File: src/rtl/multicycle_control.sv
// Multicycle MIPS-style control unit: instruction-sequencing FSM with memory-wait handshaking.
// Datapath strobes are decoded combinationally from the current state, the latched opcode and memReady_i.
module multicycle_control #(
  parameter int MEM_WAIT_EN = 1
) (
  input  logic       clk_i,
  input  logic       rst_i,
  input  logic [5:0] opcode_i,
  input  logic       memReady_i,
  output logic       pcWrite_o,
  output logic       pcWriteCond_o,
  output logic       iorD_o,
  output logic       memRead_o,
  output logic       memWrite_o,
  output logic       irWrite_o,
  output logic       memToReg_o,
  output logic       regDst_o,
  output logic       regWrite_o,
  output logic       aluSrcA_o,
  output logic [1:0] aluSrcB_o,
  output logic [1:0] pcSource_o,
  output logic [3:0] aluOp_o,
  output logic [3:0] state_o,
  output logic       illegal_o
);

  typedef enum logic [3:0] {
    S_FETCH  = 4'd0,
    S_DECODE = 4'd1,
    S_MEMADR = 4'd2,
    S_MEMRD  = 4'd3,
    S_MEMWB  = 4'd4,
    S_MEMWR  = 4'd5,
    S_REXEC  = 4'd6,
    S_RWB    = 4'd7,
    S_BRANCH = 4'd8,
    S_JUMP   = 4'd9,
    S_IEXEC  = 4'd10,
    S_IWB    = 4'd11
  } state_t;

  localparam logic [5:0] OP_R    = 6'b000000;
  localparam logic [5:0] OP_LW   = 6'b100011;
  localparam logic [5:0] OP_SW   = 6'b101011;
  localparam logic [5:0] OP_BEQ  = 6'b000100;
  localparam logic [5:0] OP_J    = 6'b000010;
  localparam logic [5:0] OP_ADDI = 6'b001000;
  localparam logic [5:0] OP_ANDI = 6'b001100;
  localparam logic [5:0] OP_ORI  = 6'b001101;
  localparam logic [5:0] OP_SLTI = 6'b001010;
  localparam logic [5:0] OP_XORI = 6'b001110;

  state_t     state_q, state_d;
  logic [5:0] op_q, op_d;
  logic       mem_rdy;

  // With waiting disabled every memory access is treated as completing at once.
  assign mem_rdy = (MEM_WAIT_EN != 0) ? memReady_i : 1'b1;
  assign state_o = state_q;

  always_comb begin
    state_d       = state_q;
    op_d          = op_q;
    pcWrite_o     = 1'b0;
    pcWriteCond_o = 1'b0;
    iorD_o        = 1'b0;
    memRead_o     = 1'b0;
    memWrite_o    = 1'b0;
    irWrite_o     = 1'b0;
    memToReg_o    = 1'b0;
    regDst_o      = 1'b0;
    regWrite_o    = 1'b0;
    aluSrcA_o     = 1'b0;
    aluSrcB_o     = 2'b00;
    pcSource_o    = 2'b00;
    aluOp_o       = 4'b0000;
    illegal_o     = 1'b0;

    case (state_q)
      S_FETCH: begin
        memRead_o = 1'b1;
        aluSrcB_o = 2'b01;
        irWrite_o = mem_rdy;
        pcWrite_o = mem_rdy;
        if (mem_rdy) state_d = S_DECODE;
      end
      S_DECODE: begin
        aluSrcB_o = 2'b11;
        op_d      = opcode_i;
        case (opcode_i)
          OP_LW, OP_SW:                                state_d = S_MEMADR;
          OP_R:                                        state_d = S_REXEC;
          OP_BEQ:                                      state_d = S_BRANCH;
          OP_J:                                        state_d = S_JUMP;
          OP_ADDI, OP_ANDI, OP_ORI, OP_SLTI, OP_XORI:  state_d = S_IEXEC;
          default: begin
            illegal_o = 1'b1;
            state_d   = S_FETCH;
          end
        endcase
      end
      S_MEMADR: begin
        aluSrcA_o = 1'b1;
        aluSrcB_o = 2'b10;
        state_d   = (op_q == OP_LW) ? S_MEMRD : S_MEMWR;
      end
      S_MEMRD: begin
        memRead_o = 1'b1;
        iorD_o    = 1'b1;
        if (mem_rdy) state_d = S_MEMWB;
      end
      S_MEMWB: begin
        memToReg_o = 1'b1;
        regWrite_o = 1'b1;
        state_d    = S_FETCH;
      end
      S_MEMWR: begin
        memWrite_o = 1'b1;
        iorD_o     = 1'b1;
        if (mem_rdy) state_d = S_FETCH;
      end
      S_REXEC: begin
        aluSrcA_o = 1'b1;
        aluOp_o   = 4'b0010;
        state_d   = S_RWB;
      end
      S_RWB: begin
        regDst_o   = 1'b1;
        regWrite_o = 1'b1;
        state_d    = S_FETCH;
      end
      S_BRANCH: begin
        aluSrcA_o     = 1'b1;
        aluOp_o       = 4'b0001;
        pcWriteCond_o = 1'b1;
        pcSource_o    = 2'b01;
        state_d       = S_FETCH;
      end
      S_JUMP: begin
        pcWrite_o  = 1'b1;
        pcSource_o = 2'b10;
        state_d    = S_FETCH;
      end
      S_IEXEC: begin
        aluSrcA_o = 1'b1;
        aluSrcB_o = 2'b10;
        case (op_q)
          OP_ADDI: aluOp_o = 4'b0011;
          OP_ANDI: aluOp_o = 4'b0100;
          OP_ORI:  aluOp_o = 4'b0101;
          OP_SLTI: aluOp_o = 4'b0110;
          OP_XORI: aluOp_o = 4'b0111;
          default: aluOp_o = 4'b0000;
        endcase
        state_d = S_IWB;
      end
      S_IWB: begin
        regWrite_o = 1'b1;
        state_d    = S_FETCH;
      end
      // Unused codes recover to FETCH with every strobe left low.
      default: state_d = S_FETCH;
    endcase
  end

  always_ff @(posedge clk_i or posedge rst_i) begin
    if (rst_i) begin
      state_q <= S_FETCH;
      op_q    <= 6'b000000;
    end else begin
      state_q <= state_d;
      op_q    <= op_d;
    end
  end

endmodule

File: config.mk
export PLATFORM = sky130hd
export DESIGN_NAME = multicycle_control
export DESIGN_NICKNAME = d
export VERILOG_FILES = /design/src/rtl/multicycle_control.sv
export SDC_FILE = /design/constraint.sdc
export NUM_CORES = 1
export LEC_CHECK = 0
export CAP_MARGIN = 40
export CELL_PAD_IN_SITES_DETAIL_PLACEMENT = 1
export CELL_PAD_IN_SITES_GLOBAL_PLACEMENT = 2
export CORE_MARGIN = 5
export CORE_UTILIZATION = 21
export CTS_CLUSTER_DIAMETER = 60
export DETAILED_ROUTE_END_ITERATION = 6
export GPL_ROUTABILITY_DRIVEN = 0
export GPL_TIMING_DRIVEN = 1
export PLACE_DENSITY_LB_ADDON = 0.12
export SKIP_CTS_REPAIR_TIMING = 1
export SLEW_MARGIN = 20
export SYNTH_ARGS = -nofsm -noshare
export SYNTH_HDL_FRONTEND = slang
export SYNTH_SLANG_ARGS = --single-unit
File: constraint.sdc
create_clock -name clk_i -period 1.2 [get_ports clk_i]
set_input_delay 0.24 -clock clk_i [delete_from_list [all_inputs] [get_ports clk_i]]
set_output_delay 0.24 -clock clk_i [all_outputs]
set_load 0.02 [all_outputs]
==> results of run 1 <==
layout make-up:
class / count / area (um^2) / share of cell area
repair buffers: 82 / 737.0 / 0.3988
clock buffers: 4 / 45.04 / 0.02437
well taps: 48 / 60.06 / 0.03250
inverters: 4 / 17.52 / 0.009479
flip-flops and latches: 10 / 255.2 / 0.1381
multi-input cells: 80 / 733.2 / 0.3968
through the flow:
step / cell area [um^2] / TNS, ps / hold WS (ps) / total power [mW]
after floorplan: 950.9 / -2747 / 79.91 / 1.565
after global placement: 1594 / -14650 / 545.3 / 2.402
after detailed placement: 1594 / -15260 / 563.4 / 2.443
after CTS: 1639 / -19770 / 317.2 / 2.812
after global routing: 1848 / -10340 / 339.6 / 3.369
final: 1848 / -8718 / 297.5 / 3.160
cell usage in the layout (no fill, tap or decap), types with 2 or more instances in the layout:
master / Yosys / layout
buf_4: 2 / 43
buf_6: 0 / 23
nor2_4: 0 / 6
mux2_2: 6 / 6
dfrtp_1: 10 / 6
nor3_1: 10 / 5
a21oi_1: 8 / 5
dlymetal6s2s_1: 0 / 5
clkbuf_2: 0 / 5
nand2b_4: 0 / 4
nand2_1: 6 / 4
dfrtp_2: 0 / 4
nor2_2: 0 / 3
nor3_2: 0 / 3
clkbuf_8: 0 / 3
mux2i_1: 2 / 2
nor2b_1: 3 / 2
nand3_1: 3 / 2
nor3_4: 0 / 2
inv_1: 4 / 2
a21oi_2: 0 / 2
clkdlybuf4s50_1: 0 / 2
power breakdown:
| part | switching (mW) | internal, mW | total [mW] |
|---|---|---|---|
| sequential | 0.134 | 0.472 | 0.606 |
| combinational | 1.01 | 1.18 | 2.19 |
| clock | 0.132 | 0.233 | 0.364 |
per-layer routing:
| layer | track usage | up-vias |
|---|---|---|
| li1 | - | 522 |
| met3 | 0.01524 | 2 |
| met1 | 0.1490 | 509 |
| met2 | 0.2061 | 25 |
| met4 | 0.03132 | 0 |
| met5 | 0 | - |
worst paths after layout:
kind,startpoint,end,slack (ps),cells after the start
max,state_o[2]$_DFFE_PP0P_,memToReg_o,-500,4
min reg2reg,op_q[2]$_DFFE_PP0P_,op_q[2]$_DFFE_PP0P_,620,2
min in group clk_i,opcode_i[5],op_q[5]$_DFFE_PP0P_,400,3
min,rst_i,op_q[5]$_DFFE_PP0P_,300,2
max in group asynchronous,rst_i,state_o[3]$_DFFE_PP0P_,590,2
max reg2reg,state_o[2]$_DFFE_PP0P_,state_o[1]$_DFFE_PP0P_,-390,6
worst max-delay path: cells and delay by family, from the launching register on:
kind	cells	cell delay, ps
flip-flops	1	480
buffers and inverters	2	350
AND/OR/NAND/NOR	2	380
cells by family after synthesis:
kind of cell / Yosys count
buffers and inverters: 10
muxes: 8
xor gates and xnor gates: 1
other: 1
DFF: 10
and+or+nand+nor: 47
AOI/OAI and AO/OA: 23
state kept, by name, summed over array words and instances, names as in the netlist:
signal and cells:
op_q 6, state_o 4
==> reports/results.txt, run 1 <==
The fraction of the mapped netlist area in adder cells was 0. The synthesized area per cell was 8.058 um^2; the initial core utilization was 0.2185. The tools report the minimum setup slack in the final design as -495.9 ps. The path class of the tightest hold or removal check is primary input to async pin. The non-filler instance count after layout is 228, and the top achievable clock speed is 589.6 MHz. The flow ran to the end, but the final reports show violations.

After synthesis, the most frequently instantiated cells are dfrtp_1 (10), nor2_1 (10), nor3_1 (10). The final reports fail on setup timing. For this block, the initial DRC count from the detailed router was 31.

In this run the top signal layer used is met4. By area, the combinational part of the netlist is dominated by simple AND/OR/NAND/NOR gates. The max-slew violation count is 0, and the data required time at the worst endpoint is 960 ps. TritonCTS built the clock tree.

The count of placed standard cells including taps came out at 215. Count of max-cap constraint violations: 0. The share of the synthesized area in the top cell type was 0.3106.

For this run, the number of Yosys warnings is 0. For the largest clock skew in the final design, the log shows 9.511 ps. The detailed router placed 1,058 vias in this run.

Clock-pin slew was measured on the worst setup and hold paths at 50 ps. 0 antenna diodes ended up in the layout. The first global-routing pass estimated 4.899 mm of wire. Fill cells in the final layout number 435.

The tools report the number of levels in the clock H-tree as 1. The floorplan step defined a die boundary enclosing 5176 um^2. In this run the cell area of the synthesized design comes to 805.8 um^2. Wires add up to 3.324 mm. The worst setup path is of the flip-flop to primary output kind. The number of buffers created by CTS came out at 3. The multiplexer area fraction after synthesis is 0.1087, and the number of antenna violations at the first check in global routing is 0. The die extent in y was 71.95 um. Simple logic cell fraction of the synthesized area: 0.3168. From synthesis to final layout, the design area changed by 129.3%.

After detailed routing, the wire length on met1 is 1.430 mm. Counting flops and latches in the post-synthesis netlist gives 10. The synthesized-area fraction occupied by ao, oa, aoi and oai cells was 0.1879. The number of enable flip-flop cells after synthesis is 0. The number of global-route vias before repair is 1,074. Fraction of the yosys area taken by sequential cells: 0.3106. The run gives 190 as the number of nets in the final layout. The tree is rooted in a clkbuf_8.

Port buffering added 30 buffers. Power density over the cells: 1710 nW/um^2. The run gives 30 as the count of endpoints failing setup in the final report. The synthesized netlist net count was 109; the HPWL after detailed placement was 2.477 mm.

The static leakage is 0.8338 nW. The nature of the critical path startpoint was a flip-flop. In the detailed route, the total length drawn on met3 is 147 um.

The tools report the count of endpoints failing hold in the final timing report as 0. The most used flip-flop cell after synthesis is dfrtp_1. The critical path goes through buf_8 -> nand2b_2 -> nor3_4 -> clkbuf_2.

The number of sinks handled by clock tree synthesis was 10. Of all cell types, the one taking the most synthesized area is dfrtp_1. The count of boundary I/O pins came out at 32. Setup repair after global routing could not meet its margin everywhere. In this run the worst path has a maximum fanout of 7. The run gives 0 as the overflow left after global routing. In this design, the stage delay of the slowest critical-path cell is 480 ps. The row count is 22. The ratio of cells with drive above 1 in the final layout is 0.7000. Counting distinct cell types in the post-synthesis netlist gives 36. The final core utilization was 0.5010. IR analysis of the VDD net gives a maximum drop of 659.8 uV. The tools report the pin count of the biggest net entering global routing as 12. The longest clock path from root to sink contains 2 buffers. For the insertion delay of the later-clocked pin in the worst-skew pair, the log shows 240 ps. The count of nets left with antenna violations once routing finished came out at 0. The type of element capturing the critical path was a primary output. The run gives 3689 um^2 as the floorplan core area. The xor/xnor cell area share of the yosys netlist was 0.01087; the share of synthesized registers carrying an async set or reset was 1.000.

In this run the horizontal extent of the chip is 71.95 um. In the routed layout, each cell is associated on average with a via count of 4.640. For this run, the detailed router's first-pass iteration total came to 4.

For this run, design rule violations remaining after detail routing come to 0. The data arrival time of the worst path was 1460 ps; the average wire length per cell after detail routing was 14.58 um. The all-layer global routing usage was 0.1168; the ratio of final minimum period to clock period was 1.413.

By area the synthesized netlist is led by dfrtp_1 (31%), mux2_2 (8.4%), nor3_1 (6.2%). Detailed routing placed a total of 1.729 mm of wire on met2. Count of mapped cells out of synthesis: 100. On the critical path, the stage with the largest delay is an instance of dfrtp_2. After layout, the minimum clock period comes to 1696 ps. The setup slack at placement is -1094 ps.
Power figures use the tool's default switching activity.
==> run 2: changes to the inputs <==
--- a/config.mk
+++ b/config.mk
@@ -5,7 +5,6 @@
 export SDC_FILE = /design/constraint.sdc
 export NUM_CORES = 1
 export LEC_CHECK = 0
-export CAP_MARGIN = 40
 export CELL_PAD_IN_SITES_DETAIL_PLACEMENT = 1
 export CELL_PAD_IN_SITES_GLOBAL_PLACEMENT = 2
 export CORE_MARGIN = 5
@@ -16,7 +15,6 @@
 export GPL_TIMING_DRIVEN = 1
 export PLACE_DENSITY_LB_ADDON = 0.12
 export SKIP_CTS_REPAIR_TIMING = 1
-export SLEW_MARGIN = 20
 export SYNTH_ARGS = -nofsm -noshare
 export SYNTH_HDL_FRONTEND = slang
 export SYNTH_SLANG_ARGS = --single-unit
==> results of run 2 <==
The final DEF is identical to that of run 1; final timing and power are the same.
